### config.mk
export PLATFORM = sky130hd
export DESIGN_NAME = ysyx_25030093_mem_arbiter_flat
export DESIGN_NICKNAME = d
export VERILOG_FILES = /design/src/rtl/ysyx_25030093_mem_arbiter_if.sv /design/src/rtl/ysyx_25030093_mem_arbiter.sv /design/src/flat_wrapper.sv
export SDC_FILE = /design/constraint.sdc
export NUM_CORES = 1
export LEC_CHECK = 0
export CAP_MARGIN = 20
export CORE_MARGIN = 5
export CORE_UTILIZATION = 38
export CTS_CLUSTER_DIAMETER = 50
export DETAILED_ROUTE_END_ITERATION = 7
export HOLD_SLACK_MARGIN = 0.05
export PLACE_DENSITY = 0.86
export SKIP_CTS_REPAIR_TIMING = 1
export SYNTH_ARGS = -nofsm -noshare
export SYNTH_HDL_FRONTEND = slang
export SYNTH_SLANG_ARGS = --single-unit
export TNS_END_PERCENT = 5
### constraint.sdc
create_clock -name clk -period 7.99 [get_ports clk]
set_input_delay 1.9975 -clock clk [delete_from_list [all_inputs] [get_ports clk]]
set_output_delay 1.9975 -clock clk [all_outputs]
set_load 0.1 [all_outputs]
### src/rtl/ysyx_25030093_mem_arbiter_if.sv
// Bus bundle for the IFU/LSU memory arbiter: both upstream request/response channels and the downstream port.
// The arbiter binds the slave modport; the requester/memory side binds the master modport.
interface ysyx_25030093_mem_arbiter_if #(
    parameter int ADDR_W = 32,
    parameter int DATA_W = 32
);
    logic                  ifu_req_valid;
    logic                  ifu_req_ready;
    logic [ADDR_W-1:0]     ifu_req_addr;
    logic                  ifu_rsp_valid;
    logic                  ifu_rsp_ready;
    logic [DATA_W-1:0]     ifu_rsp_data;
    logic                  ifu_rsp_err;

    logic                  lsu_req_valid;
    logic                  lsu_req_ready;
    logic [ADDR_W-1:0]     lsu_req_addr;
    logic                  lsu_req_wen;
    logic [DATA_W-1:0]     lsu_req_wdata;
    logic [DATA_W/8-1:0]   lsu_req_wstrb;
    logic                  lsu_rsp_valid;
    logic                  lsu_rsp_ready;
    logic [DATA_W-1:0]     lsu_rsp_rdata;
    logic                  lsu_rsp_err;

    logic                  mem_req_valid;
    logic                  mem_req_ready;
    logic [ADDR_W-1:0]     mem_req_addr;
    logic                  mem_req_wen;
    logic [DATA_W-1:0]     mem_req_wdata;
    logic [DATA_W/8-1:0]   mem_req_wstrb;
    logic                  mem_rsp_valid;
    logic                  mem_rsp_ready;
    logic [DATA_W-1:0]     mem_rsp_rdata;
    logic                  mem_rsp_err;

    modport slave (
        input  ifu_req_valid, ifu_req_addr, ifu_rsp_ready,
        input  lsu_req_valid, lsu_req_addr, lsu_req_wen, lsu_req_wdata, lsu_req_wstrb, lsu_rsp_ready,
        input  mem_req_ready, mem_rsp_valid, mem_rsp_rdata, mem_rsp_err,
        output ifu_req_ready, ifu_rsp_valid, ifu_rsp_data, ifu_rsp_err,
        output lsu_req_ready, lsu_rsp_valid, lsu_rsp_rdata, lsu_rsp_err,
        output mem_req_valid, mem_req_addr, mem_req_wen, mem_req_wdata, mem_req_wstrb, mem_rsp_ready
    );

    modport master (
        output ifu_req_valid, ifu_req_addr, ifu_rsp_ready,
        output lsu_req_valid, lsu_req_addr, lsu_req_wen, lsu_req_wdata, lsu_req_wstrb, lsu_rsp_ready,
        output mem_req_ready, mem_rsp_valid, mem_rsp_rdata, mem_rsp_err,
        input  ifu_req_ready, ifu_rsp_valid, ifu_rsp_data, ifu_rsp_err,
        input  lsu_req_ready, lsu_rsp_valid, lsu_rsp_rdata, lsu_rsp_err,
        input  mem_req_valid, mem_req_addr, mem_req_wen, mem_req_wdata, mem_req_wstrb, mem_rsp_ready
    );
endinterface

### src/rtl/ysyx_25030093_mem_arbiter.sv
// Single-outstanding arbiter sharing one memory port between IFU and LSU, with a response watchdog.
// ARB_RR_EN selects round-robin tie-breaking; otherwise LSU has fixed priority over IFU.
module ysyx_25030093_mem_arbiter #(
    parameter int ADDR_W      = 32,
    parameter int DATA_W      = 32,
    parameter int TIMEOUT_CYC = 255
) (
    input  logic                       clk,
    input  logic                       rst,
    ysyx_25030093_mem_arbiter_if.slave bus,
    output logic                       busy
);
    localparam int STRB_W = DATA_W / 8;
    localparam int CNT_W  = (TIMEOUT_CYC > 0) ? $clog2(TIMEOUT_CYC + 1) : 1;
    localparam logic [CNT_W-1:0] CNT_MAX = CNT_W'(TIMEOUT_CYC);

    typedef enum logic [1:0] {S_IDLE, S_REQ, S_RSP, S_TOUT} state_e;
    typedef enum logic [1:0] {OWN_NONE, OWN_IFU, OWN_LSU} owner_e;

    state_e              state_q, state_d;
    owner_e              owner_q, owner_d;
    logic [ADDR_W-1:0]   addr_q, addr_d;
    logic                wen_q, wen_d;
    logic [DATA_W-1:0]   wdata_q, wdata_d;
    logic [STRB_W-1:0]   wstrb_q, wstrb_d;
    logic [CNT_W-1:0]    cnt_q, cnt_d;
    logic                grant_ifu, grant_lsu;
    logic                owner_rdy;
`ifdef ARB_RR_EN
    logic                last_lsu_q, last_lsu_d;
`endif

    always_comb begin
        grant_ifu = 1'b0;
        grant_lsu = 1'b0;
`ifdef ARB_RR_EN
        // On a tie the side not granted last time wins.
        if (bus.ifu_req_valid && bus.lsu_req_valid) begin
            grant_ifu = last_lsu_q;
            grant_lsu = !last_lsu_q;
        end else begin
            grant_ifu = bus.ifu_req_valid;
            grant_lsu = bus.lsu_req_valid;
        end
`else
        grant_lsu = bus.lsu_req_valid;
        grant_ifu = bus.ifu_req_valid && !bus.lsu_req_valid;
`endif
    end

    assign owner_rdy = (owner_q == OWN_LSU) ? bus.lsu_rsp_ready : bus.ifu_rsp_ready;

    always_comb begin
        state_d = state_q;
        owner_d = owner_q;
        addr_d  = addr_q;
        wen_d   = wen_q;
        wdata_d = wdata_q;
        wstrb_d = wstrb_q;
        cnt_d   = cnt_q;
`ifdef ARB_RR_EN
        last_lsu_d = last_lsu_q;
`endif
        bus.ifu_req_ready = 1'b0;
        bus.lsu_req_ready = 1'b0;
        bus.ifu_rsp_valid = 1'b0;
        bus.ifu_rsp_data  = '0;
        bus.ifu_rsp_err   = 1'b0;
        bus.lsu_rsp_valid = 1'b0;
        bus.lsu_rsp_rdata = '0;
        bus.lsu_rsp_err   = 1'b0;
        bus.mem_req_valid = 1'b0;
        bus.mem_rsp_ready = 1'b0;

        case (state_q)
            S_IDLE: begin
                // Drain any late response left over from a timed-out transaction.
                bus.mem_rsp_ready = 1'b1;
                bus.ifu_req_ready = grant_ifu;
                bus.lsu_req_ready = grant_lsu;
                if (grant_lsu) begin
                    addr_d  = bus.lsu_req_addr;
                    wen_d   = bus.lsu_req_wen;
                    wdata_d = bus.lsu_req_wdata;
                    wstrb_d = bus.lsu_req_wstrb;
                    owner_d = OWN_LSU;
                    state_d = S_REQ;
                end else if (grant_ifu) begin
                    addr_d  = bus.ifu_req_addr;
                    wen_d   = 1'b0;
                    wdata_d = '0;
                    wstrb_d = '0;
                    owner_d = OWN_IFU;
                    state_d = S_REQ;
                end
`ifdef ARB_RR_EN
                if (grant_lsu || grant_ifu) last_lsu_d = grant_lsu;
`endif
            end
            S_REQ: begin
                bus.mem_req_valid = 1'b1;
                if (bus.mem_req_ready) begin
                    state_d = S_RSP;
                    cnt_d   = '0;
                end
            end
            S_RSP: begin
                bus.mem_rsp_ready = owner_rdy;
                if (owner_q == OWN_LSU) begin
                    bus.lsu_rsp_valid = bus.mem_rsp_valid;
                    bus.lsu_rsp_rdata = bus.mem_rsp_rdata;
                    bus.lsu_rsp_err   = bus.mem_rsp_err;
                end else begin
                    bus.ifu_rsp_valid = bus.mem_rsp_valid;
                    bus.ifu_rsp_data  = bus.mem_rsp_rdata;
                    bus.ifu_rsp_err   = bus.mem_rsp_err;
                end
                if (bus.mem_rsp_valid && owner_rdy) begin
                    state_d = S_IDLE;
                    owner_d = OWN_NONE;
                end else if (!bus.mem_rsp_valid && (TIMEOUT_CYC != 0)) begin
                    // Counter saturates at the limit; the state change fires on the cycle that reaches it.
                    if (cnt_q != CNT_MAX) cnt_d = cnt_q + 1'b1;
                    if (cnt_q >= CNT_MAX - 1'b1) state_d = S_TOUT;
                end
            end
            S_TOUT: begin
                if (owner_q == OWN_LSU) begin
                    bus.lsu_rsp_valid = 1'b1;
                    bus.lsu_rsp_err   = 1'b1;
                end else begin
                    bus.ifu_rsp_valid = 1'b1;
                    bus.ifu_rsp_err   = 1'b1;
                end
                if (owner_rdy) begin
                    state_d = S_IDLE;
                    owner_d = OWN_NONE;
                end
            end
            default: begin
                state_d = S_IDLE;
                owner_d = OWN_NONE;
            end
        endcase
    end

    always_ff @(posedge clk or posedge rst) begin
        if (rst) begin
            state_q <= S_IDLE;
            owner_q <= OWN_NONE;
            addr_q  <= '0;
            wen_q   <= 1'b0;
            wdata_q <= '0;
            wstrb_q <= '0;
            cnt_q   <= '0;
`ifdef ARB_RR_EN
            last_lsu_q <= 1'b1;
`endif
        end else begin
            state_q <= state_d;
            owner_q <= owner_d;
            addr_q  <= addr_d;
            wen_q   <= wen_d;
            wdata_q <= wdata_d;
            wstrb_q <= wstrb_d;
            cnt_q   <= cnt_d;
`ifdef ARB_RR_EN
            last_lsu_q <= last_lsu_d;
`endif
        end
    end

    assign bus.mem_req_addr  = addr_q;
    assign bus.mem_req_wen   = wen_q;
    assign bus.mem_req_wdata = wdata_q;
    assign bus.mem_req_wstrb = wstrb_q;
    assign busy              = (state_q != S_IDLE);
endmodule

### src/flat_wrapper.sv
// flat-port wrapper written by rule: the top's interface ports become plain ports
module ysyx_25030093_mem_arbiter_flat 
#(
    parameter int ADDR_W      = 32,
    parameter int DATA_W      = 32,
    parameter int TIMEOUT_CYC = 255
)
  (clk, rst, busy, bus_ifu_req_valid, bus_ifu_req_addr, bus_ifu_rsp_ready, bus_lsu_req_valid, bus_lsu_req_addr, bus_lsu_req_wen, bus_lsu_req_wdata, bus_lsu_req_wstrb, bus_lsu_rsp_ready, bus_mem_req_ready, bus_mem_rsp_valid, bus_mem_rsp_rdata, bus_mem_rsp_err, bus_ifu_req_ready, bus_ifu_rsp_valid, bus_ifu_rsp_data, bus_ifu_rsp_err, bus_lsu_req_ready, bus_lsu_rsp_valid, bus_lsu_rsp_rdata, bus_lsu_rsp_err, bus_mem_req_valid, bus_mem_req_addr, bus_mem_req_wen, bus_mem_req_wdata, bus_mem_req_wstrb, bus_mem_rsp_ready);
  ysyx_25030093_mem_arbiter_if #(.ADDR_W(ADDR_W), .DATA_W(DATA_W)) bus_i ();
  input  logic clk;
  input  logic rst;
  output logic busy;
  input wire logic [$bits(bus_i.ifu_req_valid)-1:0] bus_ifu_req_valid;
  input wire logic [$bits(bus_i.ifu_req_addr)-1:0] bus_ifu_req_addr;
  input wire logic [$bits(bus_i.ifu_rsp_ready)-1:0] bus_ifu_rsp_ready;
  input wire logic [$bits(bus_i.lsu_req_valid)-1:0] bus_lsu_req_valid;
  input wire logic [$bits(bus_i.lsu_req_addr)-1:0] bus_lsu_req_addr;
  input wire logic [$bits(bus_i.lsu_req_wen)-1:0] bus_lsu_req_wen;
  input wire logic [$bits(bus_i.lsu_req_wdata)-1:0] bus_lsu_req_wdata;
  input wire logic [$bits(bus_i.lsu_req_wstrb)-1:0] bus_lsu_req_wstrb;
  input wire logic [$bits(bus_i.lsu_rsp_ready)-1:0] bus_lsu_rsp_ready;
  input wire logic [$bits(bus_i.mem_req_ready)-1:0] bus_mem_req_ready;
  input wire logic [$bits(bus_i.mem_rsp_valid)-1:0] bus_mem_rsp_valid;
  input wire logic [$bits(bus_i.mem_rsp_rdata)-1:0] bus_mem_rsp_rdata;
  input wire logic [$bits(bus_i.mem_rsp_err)-1:0] bus_mem_rsp_err;
  output wire logic [$bits(bus_i.ifu_req_ready)-1:0] bus_ifu_req_ready;
  output wire logic [$bits(bus_i.ifu_rsp_valid)-1:0] bus_ifu_rsp_valid;
  output wire logic [$bits(bus_i.ifu_rsp_data)-1:0] bus_ifu_rsp_data;
  output wire logic [$bits(bus_i.ifu_rsp_err)-1:0] bus_ifu_rsp_err;
  output wire logic [$bits(bus_i.lsu_req_ready)-1:0] bus_lsu_req_ready;
  output wire logic [$bits(bus_i.lsu_rsp_valid)-1:0] bus_lsu_rsp_valid;
  output wire logic [$bits(bus_i.lsu_rsp_rdata)-1:0] bus_lsu_rsp_rdata;
  output wire logic [$bits(bus_i.lsu_rsp_err)-1:0] bus_lsu_rsp_err;
  output wire logic [$bits(bus_i.mem_req_valid)-1:0] bus_mem_req_valid;
  output wire logic [$bits(bus_i.mem_req_addr)-1:0] bus_mem_req_addr;
  output wire logic [$bits(bus_i.mem_req_wen)-1:0] bus_mem_req_wen;
  output wire logic [$bits(bus_i.mem_req_wdata)-1:0] bus_mem_req_wdata;
  output wire logic [$bits(bus_i.mem_req_wstrb)-1:0] bus_mem_req_wstrb;
  output wire logic [$bits(bus_i.mem_rsp_ready)-1:0] bus_mem_rsp_ready;
  assign bus_i.ifu_req_valid = bus_ifu_req_valid;
  assign bus_i.ifu_req_addr = bus_ifu_req_addr;
  assign bus_i.ifu_rsp_ready = bus_ifu_rsp_ready;
  assign bus_i.lsu_req_valid = bus_lsu_req_valid;
  assign bus_i.lsu_req_addr = bus_lsu_req_addr;
  assign bus_i.lsu_req_wen = bus_lsu_req_wen;
  assign bus_i.lsu_req_wdata = bus_lsu_req_wdata;
  assign bus_i.lsu_req_wstrb = bus_lsu_req_wstrb;
  assign bus_i.lsu_rsp_ready = bus_lsu_rsp_ready;
  assign bus_i.mem_req_ready = bus_mem_req_ready;
  assign bus_i.mem_rsp_valid = bus_mem_rsp_valid;
  assign bus_i.mem_rsp_rdata = bus_mem_rsp_rdata;
  assign bus_i.mem_rsp_err = bus_mem_rsp_err;
  assign bus_ifu_req_ready = bus_i.ifu_req_ready;
  assign bus_ifu_rsp_valid = bus_i.ifu_rsp_valid;
  assign bus_ifu_rsp_data = bus_i.ifu_rsp_data;
  assign bus_ifu_rsp_err = bus_i.ifu_rsp_err;
  assign bus_lsu_req_ready = bus_i.lsu_req_ready;
  assign bus_lsu_rsp_valid = bus_i.lsu_rsp_valid;
  assign bus_lsu_rsp_rdata = bus_i.lsu_rsp_rdata;
  assign bus_lsu_rsp_err = bus_i.lsu_rsp_err;
  assign bus_mem_req_valid = bus_i.mem_req_valid;
  assign bus_mem_req_addr = bus_i.mem_req_addr;
  assign bus_mem_req_wen = bus_i.mem_req_wen;
  assign bus_mem_req_wdata = bus_i.mem_req_wdata;
  assign bus_mem_req_wstrb = bus_i.mem_req_wstrb;
  assign bus_mem_rsp_ready = bus_i.mem_rsp_ready;
  ysyx_25030093_mem_arbiter #(.ADDR_W(ADDR_W), .DATA_W(DATA_W), .TIMEOUT_CYC(TIMEOUT_CYC)) u_core (.clk(clk), .rst(rst), .bus(bus_i), .busy(busy));
endmodule
* Yosys cells after proc, flatten, opt, wreduce, memory -nomap -nowiden
Index checks and enable logic that the tools add are counted.
** Cells by class
- $add $sub $neg :: 1
- Order comparisons :: 1
- Eq/ne operators :: 14
- Mux-type cells :: 43
- Reductions and logical operators :: 12
** Operators by type and width (number)
- $mux W32 :: 8
- $mux W8 :: 4
- $mux W2 :: 9
- $pmux W8 S2 :: 1
- $mux W1 :: 12
- $pmux W1 S2 :: 5
- $reduce_and A5 Y1 :: 2
- $add A8 B1 Y8 const B :: 1
- $ge A8 B8 Y1 const B :: 1
- $mux W4 :: 2
- $ne A8 B8 Y1 const B :: 1
- $pmux W2 S4 :: 1
- $eq A2 B2 Y1 const B :: 3
- $ne A2 B1 Y1 const B :: 3
- $ne A2 B2 Y1 const B :: 3
- $ne A3 B2 Y1 const B :: 2
- $pmux W2 S3 :: 1
- $reduce_bool A2 Y1 :: 3
- $reduce_and A4 Y1 :: 1
- $ne A3 B1 Y1 const B :: 1
- $reduce_bool A3 Y1 :: 1
- $eq A2 B1 Y1 const B :: 1
- $logic_and A1 B1 Y1 :: 2
- $logic_not A2 Y1 :: 1
- 2 further kinds :: 2
** Word-level totals
- Flip-flop bits (word level) :: 81
- Bits of input ports :: 142
- Output and inout bits :: 142
- Logic and storage cells :: 78

* Logic depth before layout (Yosys ltp)
Gate-level depths: netlist (run 1).
- Depth in word-level cells :: 5
- Depth in mapped cells :: 7
- Mapped depth without buffers :: 6

* Worst setup path before layout (run 1)
OpenSTA, ideal clock, no wires.
- Path kind :: input-to-output
- From :: input bus_lsu_req_valid
- To :: output bus_ifu_req_ready
- Arrival time :: 5.134 ns
- Data required time :: 5.992 ns
- Slack :: 0.859 ns
- Cell stages on the path :: 3
- Buffers on the path :: 1
- Cells stage by stage :: buf_2 -> nor2_1 -> nor4_1
** On the way
- Word-level cells in the longest chain between the ends :: 3
** Ends and longest elaborated chain
- start: declaration :: line flat_wrapper.sv:16 : input wire logic [$bits(bus_i.lsu_req_valid)-1:0] bus_lsu_req_valid;
- $logic_not A1 Y1 :: line ysyx_25030093_mem_arbiter.sv:47 : grant_ifu = bus.ifu_req_valid && !bus.lsu_req_valid;
- $logic_and A1 B1 Y1 :: line ysyx_25030093_mem_arbiter.sv:47
- $mux W1 :: line ysyx_25030093_mem_arbiter.sv:75 : case (state_q)
- end: declaration :: line flat_wrapper.sv:26 : output wire logic [$bits(bus_i.ifu_req_ready)-1:0] bus_ifu_req_ready;
Every way passes these cells.

* Final worst setup path (run 1)
- From :: input bus_mem_rsp_valid
- To :: output bus_lsu_rsp_valid
** On the way
- Word-level cells in the longest chain between the ends :: 2
** Ends and longest elaborated chain
- start: declaration :: line flat_wrapper.sv:23 : input wire logic [$bits(bus_i.mem_rsp_valid)-1:0] bus_mem_rsp_valid;
- $mux W1 :: line ysyx_25030093_mem_arbiter.sv:109 : if (owner_q == OWN_LSU) begin
- $pmux W1 S2 :: line ysyx_25030093_mem_arbiter.sv:75
- end: declaration :: line flat_wrapper.sv:31 : output wire logic [$bits(bus_i.lsu_rsp_valid)-1:0] bus_lsu_rsp_valid;
Every way passes these cells.

==> impl_metrics.csv, run 1 <==
group,metric,value,unit
run_status,status,"complete, no violations",
drt,drt-wirelength-per-cell,18.6,um
timing,report.final.hold_viol_count,0,
layout,area.growth.synth_to_final,76.1,%
clocking,worst_skew_pair.late_latency,360,ps
critical_path,setup.worst_path.class,"primary input to output port",
clocking,cts-buffers-inserted,9,
grt,grt-ovfl-total,0,
hold_path,worst_hold_path_type,"register to register",
grt,grt_first_pass_wirelength,22800,um
timing,maxSlewHeadroom,0.296,
yosys,synthArstFlopShare,1.00,
yosys,syn_inst,402,
clocking,root_buffer_cell,"clkbuf_8",
layout,ff_latch_area,2030,um^2
yosys,avgSynthCellArea,10.1,um^2
yosys,post-synth-top-area-fraction,0.499,
yosys,synth_top_flop_cell,"dfrtp_1",
timing,unrepaired_setup_endpoints_after_global_routing,"no",
yosys,yosysSeqAreaShare,0.499,
clocking,clock_sink_count,81,
yosys,synth_warnings,0,
critical_path,critical_path_required,5990,ps
timing,finalCriticalPeriod,6170,ps
drt,routed-via-count,4198,
grt,via_count_of_the_first_global_routing_pass,4271,
critical_path,critical_path_arrival,4170,ps
drt,drt-initial-drc-count,251,
clocking,clk_pin_slew_worst_paths,80,ps
floorplanning,die-width,113,um
floorplanning,die_area,12900,um^2
grt,maximum_number_of_pins_on_one_net_before_global_route_repair,102,
layout,drive_above_1_share,0.0494,
layout,filler_cell_count,786,
timing,post_route_clock_period_utilization,0.772,
placed_design,placement.io_buffers,283,
yosys,synth_fp_nets,546,
yosys,most_frequent_cell_after_synthesis,"dfrtp_1",
floorplanning,floorplan.initialDensity,0.392,
floorplanning,fp.coreArea,10400,um^2
yosys,synth-edff-count,0,
clocking,h-tree-depth,3,
timing,final_max_slew_viol_count,0,
placed_design,globalplace.congestion,0.974,
floorplanning,floorplan.rows,37,
timing,final_report_setup_violation_count,0,
yosys,ys_top_cells_by_count,"dfrtp_1 (81), and3_1 (65), nand2_1 (43), a22o_1 (38), o21ai_0 (36)",
timing,timing.clock.skew,10.8,ps
grt,antenna_found_initial,0,
drt,residual_drc_count,0,
floorplanning,die_y,113,um
timing,setup_total_negative_slack,0,ps
critical_path,crit_path_start_kind,"primary input",
drt,drt-pass1-iter-count,4,
yosys,mappedNetlistArea,4070,um^2
layout,multiInputGateArea,1860,um^2
yosys,biggest_area_contributors_in_the_synthesized_netlist,"dfrtp_1 (50%), and3_1 (10%), mux2i_1 (8.4%)",
timing,maximum_achievable_frequency,162,MHz
yosys,ys_ff_latch,81,
timing,timing.hold.ws,486,ps
drt,postRouteWirelength,14900,um
grt,global_router_s_overall_resource_usage,0.224,
critical_path,setup.worst_path.end_class,"output port",
clocking,cts_tree,"yes",
drt,vias_per_cell,5.22,
drt,postRouteAntennaNets,0,
layout,layout.nets,808,
flow_run,max_cap_viol_count,0,
yosys,cell_type_with_the_highest_aggregate_area_in_the_netlist,"dfrtp_1",
critical_path,path_max_fanout,8,
clocking,maximum_buffer_depth_of_the_clock_tree,2,
timing,tightestPinTransition,1050,ps
placed_design,dp_hpwl,11600,um
yosys,synth_cell_type_count,44,
layout,antennaDiodeCount,0,
floorplanning,io_pins,284,
sequential cells by signal, summed over array words and instances (netlist names):
signal and flops:
u_core.cnt_q 8, u_core.bus.mem_req_addr 32, u_core.bus.mem_req_wstrb 4, u_core.state_q 2, u_core.owner_q 2, u_core.bus.mem_req_wen 1
u_core.bus.mem_req_wdata 32
through the flow:
stage | std cells | setup WS (ps) | area (um^2) | utilization
after CTS | 803 | 1850 | 7130 | 0.688
after floorplan | 402 | 859 | 4070 | -
after detailed placement | 788 | 1840 | 6950 | 0.670
after global routing | 804 | 1730 | 7160 | 0.690
final | 804 | 1820 | 7160 | 0.690
after global placement | 788 | 1860 | 6950 | 0.670
cells by family (layout without fill, tap and decap cells):
kind of cell | count (synthesis) | after routing | share of synthesized area
simple gates | 138 | 138 | 0.185
compound gates | 102 | 102 | 0.179
flops | 81 | 81 | 0.499
buf+inv | 45 | 311 | 0.0468
mux | 34 | 34 | 0.0837
fa+ha+maj | 2 | 2 | 0.00615
path summary, 6_finish.rpt:
| kind | start | slack [ps] | cells after the start | to |
|---|---|---|---|---|
| max | bus_mem_rsp_valid | 1820 | 4 | bus_lsu_rsp_valid |
| min | u_core.bus.mem_req_addr[1] | 490 | 2 | u_core.bus.mem_req_addr[1] |
| max reg2reg | u_core.owner_q[0] | 5690 | 5 | u_core.cnt_q[5] |
| min reg2reg | u_core.bus.mem_req_addr[1] | 490 | 2 | u_core.bus.mem_req_addr[1] |
| max in group asynchronous | rst | 5460 | 4 | u_core.bus.mem_req_addr[31] |
| min in group asynchronous | rst | 1950 | 3 | u_core.bus.mem_req_wdata[11] |
metal layers:
metal | global-route usage | share of wire | vias up
met5 | 0 | 0 | -
met4 | 0.0873 | 0.029 | 0
met3 | 0.0790 | 0.099 | 28
met2 | 0.409 | 0.52 | 228
met1 | 0.236 | 0.35 | 1966
li1 | - | - | 1976
cell type report:
class	count	area share
timing repair buffer	290	0.405
sequential	81	0.283
multi-input combinational	276	0.260
tap	136	0.0238
clock buffer	13	0.0236
inverter	6	0.00332
clock inverter	2	0.00175
critical path, stage by stage:
cell	delay, ps
clkdlybuf4s50_1	690
o21ai_0	170
nor2_1	150
clkdlybuf4s50_1	1160
cell usage in the layout, fill, tap and decap left out, types with 2 or more instances in the layout:
master | netlist | routed
buf_4 | 0 | 7
o21ai_4 | 1 | 2
nor3_1 | 2 | 2
and3_1 | 65 | 65
a31oi_1 | 2 | 2
dfrtp_1 | 81 | 81
clkbuf_8 | 0 | 12
a41oi_1 | 2 | 2
o31ai_1 | 3 | 3
clkinv_2 | 0 | 2
o22ai_1 | 2 | 2
nor2_1 | 12 | 12
a31o_2 | 3 | 3
nand2b_1 | 2 | 2
a21oi_1 | 4 | 4
a22o_1 | 38 | 38
nand3_1 | 2 | 2
o211ai_1 | 2 | 2
clkdlybuf4s50_1 | 0 | 281
a21o_1 | 2 | 2
ha_1 | 2 | 2
mux2i_1 | 34 | 34
o21ai_0 | 36 | 35
nand2_1 | 43 | 43
inv_1 | 6 | 5
nor2b_1 | 2 | 2
Power of run 1 is left out: the tool's default activity adds up to more than one toggle a clock period on the data nets, which glitch-free logic cannot reach.
==> run 2, diff against run 1 <==
Settings changed: CORE_UTILIZATION 38 to 32, PLACE_DENSITY 0.86 to 0.77.
Clock period 7.99 ns to 5.65 ns, I/O delays scaled along.
==> run 2 against run 1 <==
Count of clock-buffer cells in the layout fell by 3. Utilization fell by 12 points. Non-clock buffer count did not move. Highest routed layer unchanged. Critical path depth did not move. First-iteration DRC count fell by 45%. Register-to-register slack got worse by 2300 ps. Clock skew fell by 4.1 ps. Final cell count rose by 4.9%. Sequential share of layout area barely moved. Die area rose by 17%. Cell area rose by 0.14%.
==> impl_metrics.csv, run 2 (synthesized netlist as in run 1, its figures left out) <==
group,metric,value,unit
drt,drt-pass1-iter-count,5,
grt,maximum_number_of_pins_on_one_net_before_global_route_repair,102,
critical_path,rr_worst_depth,5,
timing,report.final.hold_viol_count,0,
layout,layout_common_cells,"clkdlybuf4s50_1 (211), dfrtp_1 (81), buf_4 (76)",
run_status,status,"complete, no violations",
grt,antenna_found_initial,2,
floorplanning,floorplan.rows,41,
critical_path,worst_path_bufs_invs,2,
drt,vias_per_cell,4.94,
floorplanning,die_area,15100,um^2
critical_path,critical_path.cell_chain,"clkdlybuf4s50_1 -> o21ai_0 -> nor2_1 -> buf_4",
clocking,clk_pin_slew_worst_paths,60,ps
critical_path,r2r_start,"u_core.owner_q[0]",
clocking,clock_sink_count,81,
timing,maxSlewHeadroom,0.313,
timing,tightestPinTransition,1030,ps
floorplanning,floorplan.initialDensity,0.325,
grt,grt_first_pass_wirelength,22100,um
critical_path,setup.worst_path.end_class,"output port",
placed_design,globalplace.congestion,0.793,
clocking,worst_skew_pair.late_latency,330,ps
drt,drt-initial-drc-count,137,
layout,ff_latch_area,2030,um^2
critical_path,cp_slowest_stage_delay,670,ps
drt,postRouteAntennaNets,0,
hold_path,worstHoldStart,"u_core.bus.mem_req_addr[7]",
critical_path,crit-reg2reg-capture,"u_core.cnt_q[6]",
hold_path,hold-path-cell-count,2,
grt,grt-ovfl-total,0,
clocking,maximum_buffer_depth_of_the_clock_tree,2,
hold_path,worst_hold_path_type,"register to register",
critical_path,ff2ff_setup_slack,3370,ps
floorplanning,io_pins,284,
hold_path,min_delay_worst_endpoint,"u_core.bus.mem_req_addr[7]",
critical_path,setup.worst_path.class,"primary input to output port",
critical_path,path_max_fanout,8,
timing,timing.clock.skew,6.74,ps
timing,final_max_slew_viol_count,0,
critical_path,critical_path_arrival,2720,ps
layout,filler_cell_count,1130,
layout,drive_above_1_share,0.157,
clocking,cts-buffers-inserted,9,
drt,postRouteWirelength,15100,um
critical_path,critical-path-slowest-cell,"clkdlybuf4s50_1",
layout,layout.core_utilization,0.573,
layout,multiInputGateArea,1870,um^2
layout,area.growth.synth_to_final,76.4,%
layout,layout_commonest_cell,"clkdlybuf4s50_1",
floorplanning,die_y,123,um
grt,global_router_s_overall_resource_usage,0.189,
placed_design,dp_hpwl,11900,um
critical_path,critical_path_required,4240,ps
layout,layout.nets,808,
placed_design,placement.io_buffers,283,
clocking,h-tree-depth,3,
grt,via_count_of_the_first_global_routing_pass,4194,
timing,unrepaired_setup_endpoints_after_global_routing,"no",
clocking,root_buffer_cell,"clkbuf_16",
timing,post_route_clock_period_utilization,0.732,
drt,residual_drc_count,0,
critical_path,critPathTopFamily,"buffers and inverters",
drt,routed-via-count,4166,
timing,setup_total_negative_slack,0,ps
timing,maximum_achievable_frequency,242,MHz
drt,drt-wirelength-per-cell,17.9,um
clocking,cts_tree,"yes",
floorplanning,fp.coreArea,12500,um^2
critical_path,crit_path_start_kind,"primary input",
flow_run,max_cap_viol_count,0,
timing,final_report_setup_violation_count,0,
timing,finalCriticalPeriod,4140,ps
floorplanning,die-width,123,um
run 2: layer usage:
metal,vias to the layer above,GRT usage,wire [um]
met3,18,0.0608,1640
met5,-,0,0
met1,1951,0.199,5190
li1,1984,-,-
met4,0,0.0840,319
met2,213,0.341,7910
run 2: worst max-delay path by stage:
| stage | start | to | cells after the start |
|---|---|---|---|
| final | bus_mem_rsp_valid | bus_lsu_rsp_valid | 4 |
| after global routing | bus_mem_rsp_valid | bus_ifu_rsp_valid | 4 |
| after CTS | bus_mem_rsp_valid | bus_lsu_rsp_valid | 4 |
| after detailed placement | bus_mem_rsp_valid | bus_lsu_rsp_valid | 4 |
| after global placement | bus_mem_rsp_valid | bus_lsu_rsp_valid | 4 |
| after floorplan | bus_lsu_req_valid | bus_ifu_req_ready | 3 |
run 2: per-stage QoR:
stage | cell area (um^2) | worst slack (ps) | hold WS, ps | cells
floorplan | 4070 | 893 | 452 | 402
global placement | 6840 | 1500 | 461 | 824
detailed placement | 6840 | 1510 | 470 | 824
CTS | 7140 | 1510 | 484 | 840
global route | 7170 | 1380 | 509 | 843
finish | 7170 | 1510 | 478 | 843
run 2: layout make-up:
| type | instances | area share |
|---|---|---|
| clock buffers | 10 | 0.0319 |
| repair buffers | 290 | 0.382 |
| clock inverters | 6 | 0.00960 |
| diodes | 2 | 0.000698 |
| well taps | 172 | 0.0300 |
| multi-input cells | 276 | 0.260 |
| inverters | 6 | 0.00332 |
| flip-flops and latches | 81 | 0.283 |
run 2: worst reg2reg max path, stage by stage, from the launching register on:
cell      delay [ps]
dfrtp_1          420
nand2b_1         630
a31oi_2          510
nand4_4          160
or4_1            420
nand2_1           80
Power of run 2 is left out for the same reason.
